File: src/rtl/borrow_sel_sub_pipe_if.sv
// Operand/result handshake bundle for the pipelined borrow-select subtractor.
// The operand source and result consumer sit on the master side; the subtractor uses the slave side.
interface borrow_sel_sub_pipe_if #(
    parameter int WIDTH = 4
);
    logic             in_valid;
    logic             in_ready;
    logic [WIDTH-1:0] a;
    logic [WIDTH-1:0] b;
    logic             bin;
    logic             out_valid;
    logic             out_ready;
    logic [WIDTH:0]   diff;

    modport master (
        output in_valid, a, b, bin, out_ready,
        input  in_ready, out_valid, diff
    );

    modport slave (
        input  in_valid, a, b, bin, out_ready,
        output in_ready, out_valid, diff
    );
endinterface

File: src/rtl/borrow_sel_sub_pipe.sv
// Two-stage borrow-select subtractor: diff = {bout, a - b - bin}.
// Stage 1 computes the low block and both speculative high blocks from
// full-subtractor cells; stage 2 picks the high block using the low borrow.
module borrow_sel_sub_pipe #(
    parameter int WIDTH = 4,
    parameter int SPLIT = 2
) (
    input  logic                  clk,
    input  logic                  rst_n,
    borrow_sel_sub_pipe_if.slave  bus
);
    localparam int HI = WIDTH - SPLIT;

    // One full-subtractor cell, returned as {borrow_out, difference}.
    function automatic logic [1:0] fsub(input logic x, input logic y, input logic bi);
        return {(~x & y) | (~x & bi) | (y & bi), x ^ y ^ bi};
    endfunction

    logic             s1_valid;
    logic [SPLIT-1:0] dl_q;
    logic             bl_q;
    logic [HI-1:0]    dh0_q;
    logic             bh0_q;
    logic [HI-1:0]    dh1_q;
    logic             bh1_q;
    logic             out_valid_q;
    logic [WIDTH:0]   diff_q;

    logic [SPLIT-1:0] dl_c;
    logic             bl_c;
    logic [HI-1:0]    dh0_c;
    logic             bh0_c;
    logic [HI-1:0]    dh1_c;
    logic             bh1_c;

    logic s2_free;
    logic in_fire;
    logic s1_adv;

    assign s2_free       = !out_valid_q || bus.out_ready;
    assign bus.in_ready  = !s1_valid || s2_free;
    assign in_fire       = bus.in_valid && bus.in_ready;
    assign s1_adv        = s1_valid && s2_free;
    assign bus.out_valid = out_valid_q;
    assign bus.diff      = diff_q;

    // Ripple the low block from bin, and the high block twice (borrow-in 0 and 1).
    always_comb begin
        logic [1:0] r;
        logic       bw;
        logic       bw0;
        logic       bw1;
        dl_c  = '0;
        dh0_c = '0;
        dh1_c = '0;
        r     = '0;
        bw    = bus.bin;
        bw0   = 1'b0;
        bw1   = 1'b1;
        for (int i = 0; i < SPLIT; i++) begin
            r       = fsub(bus.a[i], bus.b[i], bw);
            dl_c[i] = r[0];
            bw      = r[1];
        end
        for (int j = 0; j < HI; j++) begin
            r        = fsub(bus.a[SPLIT+j], bus.b[SPLIT+j], bw0);
            dh0_c[j] = r[0];
            bw0      = r[1];
            r        = fsub(bus.a[SPLIT+j], bus.b[SPLIT+j], bw1);
            dh1_c[j] = r[0];
            bw1      = r[1];
        end
        bl_c  = bw;
        bh0_c = bw0;
        bh1_c = bw1;
    end

    // Stage 1: capture the partial differences when an operand beat is accepted.
    always_ff @(posedge clk or negedge rst_n) begin
        if (!rst_n) begin
            s1_valid <= 1'b0;
            dl_q     <= '0;
            bl_q     <= 1'b0;
            dh0_q    <= '0;
            bh0_q    <= 1'b0;
            dh1_q    <= '0;
            bh1_q    <= 1'b0;
        end else begin
            if (in_fire) begin
                s1_valid <= 1'b1;
                dl_q     <= dl_c;
                bl_q     <= bl_c;
                dh0_q    <= dh0_c;
                bh0_q    <= bh0_c;
                dh1_q    <= dh1_c;
                bh1_q    <= bh1_c;
            end else if (s1_adv) begin
                s1_valid <= 1'b0;
            end
        end
    end

    // Stage 2: select the high block by the low borrow; hold while the consumer stalls.
    always_ff @(posedge clk or negedge rst_n) begin
        if (!rst_n) begin
            out_valid_q <= 1'b0;
            diff_q      <= '0;
        end else begin
            if (s1_adv) begin
                out_valid_q <= 1'b1;
                diff_q      <= bl_q ? {bh1_q, dh1_q, dl_q} : {bh0_q, dh0_q, dl_q};
            end else if (bus.out_ready) begin
                out_valid_q <= 1'b0;
            end
        end
    end
endmodule

File: src/flat_wrapper.sv
// flat-port wrapper written by rule: the top's interface ports become plain ports
module borrow_sel_sub_pipe_flat 
#(
    parameter int WIDTH = 4,
    parameter int SPLIT = 2
)
  (clk, rst_n, bus_in_valid, bus_a, bus_b, bus_bin, bus_out_ready, bus_in_ready, bus_out_valid, bus_diff);
  borrow_sel_sub_pipe_if #(.WIDTH(WIDTH)) bus_i ();
  input  logic clk;
  input  logic rst_n;
  input wire logic [$bits(bus_i.in_valid)-1:0] bus_in_valid;
  input wire logic [$bits(bus_i.a)-1:0] bus_a;
  input wire logic [$bits(bus_i.b)-1:0] bus_b;
  input wire logic [$bits(bus_i.bin)-1:0] bus_bin;
  input wire logic [$bits(bus_i.out_ready)-1:0] bus_out_ready;
  output wire logic [$bits(bus_i.in_ready)-1:0] bus_in_ready;
  output wire logic [$bits(bus_i.out_valid)-1:0] bus_out_valid;
  output wire logic [$bits(bus_i.diff)-1:0] bus_diff;
  assign bus_i.in_valid = bus_in_valid;
  assign bus_i.a = bus_a;
  assign bus_i.b = bus_b;
  assign bus_i.bin = bus_bin;
  assign bus_i.out_ready = bus_out_ready;
  assign bus_in_ready = bus_i.in_ready;
  assign bus_out_valid = bus_i.out_valid;
  assign bus_diff = bus_i.diff;
  borrow_sel_sub_pipe #(.WIDTH(WIDTH), .SPLIT(SPLIT)) u_core (.clk(clk), .rst_n(rst_n), .bus(bus_i));
endmodule
File: config.mk
export PLATFORM = sky130hd
export DESIGN_NAME = borrow_sel_sub_pipe_flat
export DESIGN_NICKNAME = d
export VERILOG_FILES = /design/src/rtl/borrow_sel_sub_pipe_if.sv /design/src/rtl/borrow_sel_sub_pipe.sv /design/src/flat_wrapper.sv
export SDC_FILE = /design/constraint.sdc
export NUM_CORES = 1
export LEC_CHECK = 0
export BUFFER_PORTS_ARGS = -buffer_cell sky130_fd_sc_hd__buf_2
export CAP_MARGIN = 20
export CORE_ASPECT_RATIO = 0.8
export CORE_MARGIN = 2
export CORE_UTILIZATION = 45
export CTS_CLUSTER_DIAMETER = 200
export DETAILED_ROUTE_END_ITERATION = 8
export HOLD_SLACK_MARGIN = 0.15
export PLACE_DENSITY = 0.67
export RECOVER_POWER = 25
export SKIP_CTS_REPAIR_TIMING = 1
export SLEW_MARGIN = 30
export SYNTH_ARGS = -nofsm -noshare
export SYNTH_HDL_FRONTEND = slang
export SYNTH_SLANG_ARGS = --single-unit
File: constraint.sdc
create_clock -name clk -period 1.37 [get_ports clk]
set_input_delay 0.137 -clock clk [delete_from_list [all_inputs] [get_ports clk]]
set_output_delay 0.137 -clock clk [all_outputs]
set_load 0.01 [all_outputs]
==> Yosys cells after proc, flatten, opt, wreduce, memory -nomap -nowiden <==
Index checks and enable logic that the tools add are counted.
{ "totals": {"mem_bits_ro": 0, "out_inout_bits": 7, "memories": 0, "ram_bits": 0, "input_bits": 13, "latchBits": 0, "register_bits": 16} }
{ "op_classes": {"div_mod_pow": 0, "n_mux": 5, "addsub": 0, "shifts": 0, "bitwise": 35, "order_cmp": 0, "eq_ne": 0, "multipliers": 0, "reduce_logical": 8} }
{ "op_table": {"columns": ["op", "count"], "rows": [
  ["AND 1 bit", 12],
  ["bitwise OR 1 bit", 10],
  ["bitwise XOR 1 bit", 8],
  ["two-way mux 5 bit", 1],
  ["inverter 1 bit", 5],
  ["two-way mux 1 bit", 4],
  ["nonzero test 2 bit", 2],
  ["logical AND 1 bit", 2],
  ["zero test 1 bit", 2],
  ["logical OR 1 bit", 2]
]} }

==> Logic depth before layout (Yosys ltp) <==
Gate-level depths: netlist (run 1).
{ "logic_depth": {"ltp_word": 7, "ltp_mapped": 5, "depth_no_buf": 5} }

==> Worst setup path before layout (run 1) <==
Ideal clock, no wire load.
{ "synth_path": {"kind": "input port to flip-flop", "startpoint": "input bus_bin", "endpoint": "register u_core.dl_q[1]", "arrival_ns": 1.280, "cell_stages": 4, "setup_ns": 0.125, "path_slack_ns": -0.035, "cell_sequence": "inv_1 fa_1 fa_1 mux2_4"} }
{ "synth_between": {"elab_chain_len": 4, "word_cells_on_any_way": 5} }
{ "synth_rtl": {"columns": ["item", "line", "rtl"], "rows": [
  ["start: declaration", "flat_wrapper.sv:14", "input wire logic [$bits(bus_i.bin)-1:0] bus_bin;"],
  ["AND 1 bit", "borrow_sel_sub_pipe.sv:16", "return {(~x & y) | (~x & bi) | (y & bi), x ^ y ^ bi};"],
  ["bitwise OR 1 bit", "borrow_sel_sub_pipe.sv:16", null],
  ["bitwise OR 1 bit (*)", "borrow_sel_sub_pipe.sv:16", null],
  ["bitwise XOR 1 bit (*)", "borrow_sel_sub_pipe.sv:16", null],
  ["named net u_core.dl_c[1]", "borrow_sel_sub_pipe.sv:29", "logic [SPLIT-1:0] dl_c;"],
  ["end signal: assignment", "borrow_sel_sub_pipe.sv:91", "dl_q <= dl_c;"],
  ["end: declaration", "borrow_sel_sub_pipe.sv:20", "logic [SPLIT-1:0] dl_q;"]
]} }
The timed path passes the listed nets; every way through them passes the cells marked *.
A chain may end at the register's enable or synchronous reset.

==> Final worst setup path (run 1) <==
Ends and elaborated chain as after synthesis.

==> impl_metrics.json, run 1 <==
{
  "floorplan.die.height_um": 42.5,
  "post-synth-top-area-fraction": 0.479,
  "clock_latency_ns": 0.28,
  "synthesis.instances": 61,
  "drive_above_1_share": 0.388,
  "first_iter_violations": 7,
  "fin_nets": 106,
  "worst_clock_skew_ns": 0.00153,
  "crit_required_ns": 1.54,
  "post_synth_mux_area_share": 0.201,
  "initial_antenna_violation_count": 0,
  "timing.critical_path.arrival_ns": 1.35,
  "min-delay-path-class": "in -> reg",
  "synth_compound_gate_area_share": 0.0404,
  "cp-start-kind": "input pin",
  "clock-sinks": 16,
  "die_x_um": 52.2,
  "static_leakage_nw": 0.521,
  "hold_path_end": "u_core.dh0_q[0]$_DFFE_PN0P_",
  "postSynth.topFlopCell": "sky130_fd_sc_hd__dfrtp_1",
  "antenna_cells": 0,
  "dp.final_hpwl_mm": 1.05,
  "grt_first_pass_wirelength_mm": 2.43,
  "grt_use_total": 0.152,
  "portBuffers": 19,
  "number_of_library_cell_types_mapped_by_synthesis": 15,
  "layout.cells.non_filler": 107,
  "synthAdderAreaFrac": 0.126,
  "max_freq_mhz": 846,
  "cp_slowest_stage_delay_ns": 0.44,
  "synthesis.nets": 80,
  "gr-total-overflow": 0,
  "tritoncts": "built",
  "seqCellArea_um2": 400,
  "syn-mean-instance-area_um2": 13.7,
  "dr.pass1.iters": 3,
  "synth.ff_latch_count": 16,
  "core.rowCount": 13,
  "cts_root_buffer": "sky130_fd_sc_hd__clkbuf_4",
  "postRouteAntennaNets": 0,
  "slew_headroom": 0.417,
  "floorplan.die_area_um2": 2220,
  "crit_family": "adder cells",
  "weighted_congestion_reported_at_the_end_of_routability_driven_placement": 0.671,
  "post-route-min-period_ns": 1.18,
  "area_used_by_multi_input_combinational_logic_um2": 374,
  "report.power.total_w": 0.00123,
  "worstPathCellList": "buf_2, inv_1, fa_2, fa_1, mux2_4",
  "timing.max_cap.violations": 0,
  "outcome": "finished, final reports clean",
  "synth_commonest_cells": "16 x sky130_fd_sc_hd__dfrtp_1, 11 x sky130_fd_sc_hd__inv_1, 7 x sky130_fd_sc_hd__mux2i_1",
  "drc": 0,
  "avg_vias_per_cell": 4.72,
  "min_path_cells": 3,
  "r2r_cell_count": 3,
  "hold_viol": 0,
  "synth_xor_xnor_area_share": 0,
  "synth-simple-area-share": 0.0778,
  "finalMaxSlewViolations": 0,
  "reg2reg_setup_slack_ns": 0.25,
  "post_synthesis_cell_area_um2": 836,
  "crit_slowest_cell": "sky130_fd_sc_hd__fa_1",
  "layout_worst_path_cycle_share": 0.863,
  "peakVddDrop_mv": 0.669,
  "synth_async_sr_flop_share": 1.00,
  "path_class": "in -> reg",
  "numPlacedInstances": 102,
  "worstMarginPinSlew_ns": 0.874,
  "detailedPlace.worstSlack_ns": -0.112,
  "pin_count_of_the_biggest_net_entering_global_routing": 17,
  "synth_seq_area_share": 0.479,
  "post-route-util": 0.588,
  "crit_buf_inv": 2,
  "numCtsBuffers": 3,
  "route.final.wire_length_mm": 1.30,
  "critPathMaxFanout": 1,
  "pwr_density_cell_nw_per_um2": 1240,
  "maximum_clock_insertion_buffer_count": 2,
  "cts_htree_levels": 1,
  "fin_setup_tns_ns": 0,
  "detailroute.via_count": 505,
  "yosys.cell_count.top_type": "sky130_fd_sc_hd__dfrtp_1",
  "regToRegStartpoint": "u_core.s1_valid$_DFFE_PN0P_",
  "clkSlewWorstSetupHoldPaths_ns": 0.08,
  "num_io_pins": 20,
  "yosysWarningCount": 0,
  "report.final.setup_viol": 0,
  "layout.filler_cells": 155,
  "core_area_um2": 1690,
  "synth_top_family_by_area": "multiplexers",
  "worstReg2RegEnd": "u_core.bus.diff[0]$_DFFE_PN0P_",
  "initial_utilization": 0.494,
  "area.growth.synth_to_final_pct": 19.0,
  "grt_pass1_vias": 563,
  "worstSetupEndpointType": "flip-flop",
  "holdCritStartpoint": "bus_a[2]",
  "layout_setup_ws_ns": 0.188,
  "synth.area.top_cells": "sky130_fd_sc_hd__dfrtp_1 48%, sky130_fd_sc_hd__fa_1 9.6%, sky130_fd_sc_hd__mux2_4 9.0%",
  "synth_top_area_cell": "sky130_fd_sc_hd__dfrtp_1",
  "grt_setup_unrepaired": "no",
  "synth_edf_count": 0,
  "detail_route.wl_per_cell_um": 12.1
}
[registers in the layout (all words and copies together) (netlist names)]
register,count
u_core.bh1_q,1
u_core.bl_q,1
u_core.bus.diff,5
u_core.bh0_q,1
u_core.bus.out_valid,1
u_core.dh0_q,2
u_core.dh1_q,2
u_core.dl_q,2
u_core.s1_valid,1
[through the flow]
stage | hold WS (ns) | cell area [um2]
floorplan | -0.159 | 838
global placement | 0.0675 | 953
detailed placement | 0.0698 | 953
CTS | -0.244 | 976
global route | 0.198 | 995
finish | 0.180 | 995
[layer usage]
layer  GRT usage  part of all wire  vias to the layer above
li1            -                 -                      245
met1       0.186              0.46                      247
met2       0.243              0.48                       13
met3      0.0643             0.052                        0
met4      0.0462                 0                        0
met5           0                 0                        -
[worst reg2reg max path: stages (launching register included)]
cell and delay (ns):
sky130_fd_sc_hd__dfrtp_1 0.41, sky130_fd_sc_hd__buf_4 0.17, sky130_fd_sc_hd__nand2_1 0.09, sky130_fd_sc_hd__mux2_2 0.33
[worst max-delay path by stage]
| stage | from | to | cells after the start |
|---|---|---|---|
| 6_report | bus_bin | u_core.dl_q[1]$_DFFE_PN0P_ | 5 |
| 2_1_floorplan | bus_bin | u_core.dl_q[1]$_DFFE_PN0P_ | 4 |
| 5_1_grt | rst_n | u_core.bh0_q$_DFFE_PN0P_ | 2 |
| 3_5_place_dp | bus_bin | u_core.dl_q[1]$_DFFE_PN0P_ | 5 |
| 4_1_cts | bus_bin | u_core.dl_q[1]$_DFFE_PN0P_ | 5 |
| 3_3_place_gp | bus_bin | u_core.dl_q[1]$_DFFE_PN0P_ | 5 |
[cells by family (layout without fill, tap and decap cells)]
| family | Yosys count | in the layout |
|---|---|---|
| compound gates | 6 | 6 |
| buf+inv | 13 | 37 |
| flops | 16 | 16 |
| fa+ha+maj | 6 | 6 |
| mux | 14 | 14 |
| simple gates | 6 | 6 |
[layout make-up]
type	instances	share of cell area
Clock buffer	3	0.0226
Inverter	11	0.0415
Multi-Input combinational cell	32	0.376
Sequential cell	16	0.403
Tap cell	22	0.0277
Timing Repair Buffer	23	0.130
[cell usage in the layout (no fill, tap or decap)]
cell                             n
sky130_fd_sc_hd__a21oi_1         3
sky130_fd_sc_hd__a31oi_1         3
sky130_fd_sc_hd__buf_2          18
sky130_fd_sc_hd__buf_4           2
sky130_fd_sc_hd__clkbuf_1        1
sky130_fd_sc_hd__clkbuf_4        3
sky130_fd_sc_hd__dfrtp_1        16
sky130_fd_sc_hd__dlygate4sd3_1   2
sky130_fd_sc_hd__fa_1            3
sky130_fd_sc_hd__fa_2            1
sky130_fd_sc_hd__ha_1            2
sky130_fd_sc_hd__inv_1          11
sky130_fd_sc_hd__mux2_2          2
sky130_fd_sc_hd__mux2_4          5
sky130_fd_sc_hd__mux2i_1         7
sky130_fd_sc_hd__nand2_1         1
sky130_fd_sc_hd__nand2_8         1
sky130_fd_sc_hd__nand2b_1        1
sky130_fd_sc_hd__nand3b_4        1
sky130_fd_sc_hd__or2b_1          2
[power breakdown]
group / total [W] / internal, W / switching, W
clock network: 0.000235 / 0.000102 / 0.000133
logic: 0.000346 / 0.000193 / 0.000152
registers: 0.000650 / 0.000582 / 0.0000675
total: 0.00123 / 0.000877 / 0.000352
Power figures use the tool's default switching activity.
==> run 2: changes to the inputs <==
--- a/config.mk
+++ b/config.mk
@@ -10,6 +10,7 @@
 export CORE_ASPECT_RATIO = 0.8
 export CORE_MARGIN = 2
 export CORE_UTILIZATION = 45
+export CTS_BUF_LIST = sky130_fd_sc_hd__clkbuf_16
 export CTS_CLUSTER_DIAMETER = 200
 export DETAILED_ROUTE_END_ITERATION = 8
 export HOLD_SLACK_MARGIN = 0.15
==> constraint.sdc (replaced) <==
create_clock -name clk -period 1.2 [get_ports clk]
set_input_delay 0.12 -clock clk [delete_from_list [all_inputs] [get_ports clk]]
set_output_delay 0.12 -clock clk [all_outputs]
set_load 0.01 [all_outputs]
==> run 2 against run 1 <==
Worst hold slack worse by 0.029 ns. Utilization up 2.8 points. Sequential power grew 15%. Combinational power up 13%. First-iteration DRC count is 71% lower. Flip-flop and latch count unchanged. Worst setup slack lost 0.17 ns. Critical path depth is 1 lower. Sequential share of layout area is 1.8 points lower. Non-clock buffer count down 1. Count of clock-buffer cells in the layout is the same. Critical endpoint unchanged.
==> impl_metrics.json, run 2 (synthesis gave the netlist of run 1 again) <==
{
  "post-route-min-period_ns": 1.18,
  "postRouteAntennaNets": 0,
  "num_io_pins": 20,
  "static_leakage_nw": 0.545,
  "portBuffers": 19,
  "cp-start-kind": "input pin",
  "post-route-util": 0.616,
  "report.final.setup_viol": 0,
  "drive_above_1_share": 0.400,
  "floorplan.die_area_um2": 2220,
  "grt_first_pass_wirelength_mm": 2.42,
  "pin_count_of_the_biggest_net_entering_global_routing": 17,
  "die_x_um": 52.2,
  "path_class": "in -> reg",
  "initial_utilization": 0.494,
  "grt_use_total": 0.152,
  "crit_required_ns": 1.32,
  "core_area_um2": 1690,
  "initial_antenna_violation_count": 0,
  "layout_commonest_cell": "sky130_fd_sc_hd__buf_2",
  "floorplan.die.height_um": 42.5,
  "r2r_cell_count": 3,
  "peakVddDrop_mv": 1.59,
  "clock_latency_ns": 0.24,
  "regToRegStartpoint": "u_core.s1_valid$_DFFE_PN0P_",
  "largest_reg_flops": 5,
  "crit_path_end": "u_core.dl_q[1]$_DFFE_PN0P_",
  "grt_met3_use": 0.0536,
  "detailedPlace.worstSlack_ns": -0.234,
  "min-delay-path-class": "in -> reg",
  "dp.final_hpwl_mm": 1.04,
  "worst_clock_skew_ns": 0.00226,
  "weighted_congestion_reported_at_the_end_of_routability_driven_placement": 0.652,
  "area.growth.synth_to_final_pct": 24.7,
  "finalMaxSlewViolations": 0,
  "clock-sinks": 16,
  "grt_pass1_vias": 557,
  "timing.max_cap.violations": 0,
  "layout.cells.most_common_list": "18 x sky130_fd_sc_hd__buf_2, 16 x sky130_fd_sc_hd__dfrtp_1, 11 x sky130_fd_sc_hd__inv_1",
  "worstSetupEndpointType": "flip-flop",
  "hold_viol": 0,
  "layout_setup_ws_ns": 0.0204,
  "critPathMaxFanout": 1,
  "numCtsBuffers": 3,
  "report.power.total_w": 0.00177,
  "reg2reg_setup_slack_ns": 0.09,
  "route.final.wire_length_mm": 1.29,
  "gr-total-overflow": 0,
  "groute.layer.met1.usage": 0.168,
  "top_usage_layer": "met2",
  "holdWs_ns": 0.151,
  "drc": 0,
  "timing.critical_path.arrival_ns": 1.30,
  "worstReg2RegEnd": "u_core.dl_q[0]$_DFFE_PN0P_",
  "maximum_clock_insertion_buffer_count": 2,
  "cts_htree_levels": 1,
  "layout_worst_path_cycle_share": 0.983,
  "clkSlewWorstSetupHoldPaths_ns": 0.05,
  "antenna_cells": 0,
  "first_iter_violations": 2,
  "pwr_density_cell_nw_per_um2": 1690,
  "detailroute.via_count": 493,
  "outcome": "finished, final reports clean",
  "grt_setup_unrepaired": "no",
  "critPathLaunch": "bus_a[0]",
  "tritoncts": "built",
  "grtUsageMet2": 0.271,
  "slew_headroom": 0.738,
  "dr.pass1.iters": 4,
  "cts_root_buffer": "sky130_fd_sc_hd__clkbuf_16",
  "core.rowCount": 13,
  "avg_vias_per_cell": 4.61,
  "max_freq_mhz": 848,
  "fin_nets": 105,
  "detail_route.wl_per_cell_um": 12.0,
  "worstMarginPinSlew_ns": 0.393
}
==> run 2: cell count changes in the layout (fill, tap and decap cells not counted), sizes merged <==
cell,previous run,this run
dlygate4sd3,2,1
clkinv,0,1
==> run 2: worst max-delay path, cell delays in order <==
cell	delay (ns)
sky130_fd_sc_hd__buf_2	0.11
sky130_fd_sc_hd__fa_2	0.37
sky130_fd_sc_hd__fa_1	0.43
sky130_fd_sc_hd__mux2_4	0.27
==> run 2: how the worst min path moves through the flow <==
stage | from | endpoint | slack (ns) | cells past startpoint
floorplan | rst_n | u_core.bh0_q$_DFFE_PN0P_ | -0.18 | 0
global placement | rst_n | u_core.s1_valid$_DFFE_PN0P_ | 0.05 | 1
detailed placement | rst_n | u_core.s1_valid$_DFFE_PN0P_ | 0.05 | 1
CTS | rst_n | u_core.s1_valid$_DFFE_PN0P_ | -0.20 | 1
global route | bus_in_valid | u_core.s1_valid$_DFFE_PN0P_ | 0.16 | 2
finish | bus_in_valid | u_core.s1_valid$_DFFE_PN0P_ | 0.15 | 2
==> run 2: power breakdown <==
part,switching [W],total (W),internal [W]
Sequential,0.0000785,0.000746,0.000668
Combinational,0.000172,0.000391,0.000219
Clock,0.000189,0.000629,0.000441
==> run 2: layout make-up <==
| class | instances | area [um2] |
|---|---|---|
| clock inverter | 1 | 3.75 |
| inverter | 11 | 41.3 |
| sequential | 16 | 400 |
| timing repair buffer | 22 | 120 |
| multi-input combinational | 32 | 374 |
| fill | 148 | 649 |
| clock buffer | 3 | 75.1 |
| tap | 22 | 27.5 |
==> run 2: per-layer routing <==
layer,vias to the layer above,routed length (um)
met5,-,0
met4,0,20
met3,2,44
met2,17,684
met1,227,537
li1,247,-
==> run 2: stage by stage <==
step                instance area (um2)  setup TNS [ns]  std cells
floorplan                           838          -0.110         61
global placement                    953          -0.355        102
detailed placement                  953          -0.433        102
CTS                                1030               0        106
global route                       1040               0        107
finish                             1040               0        107
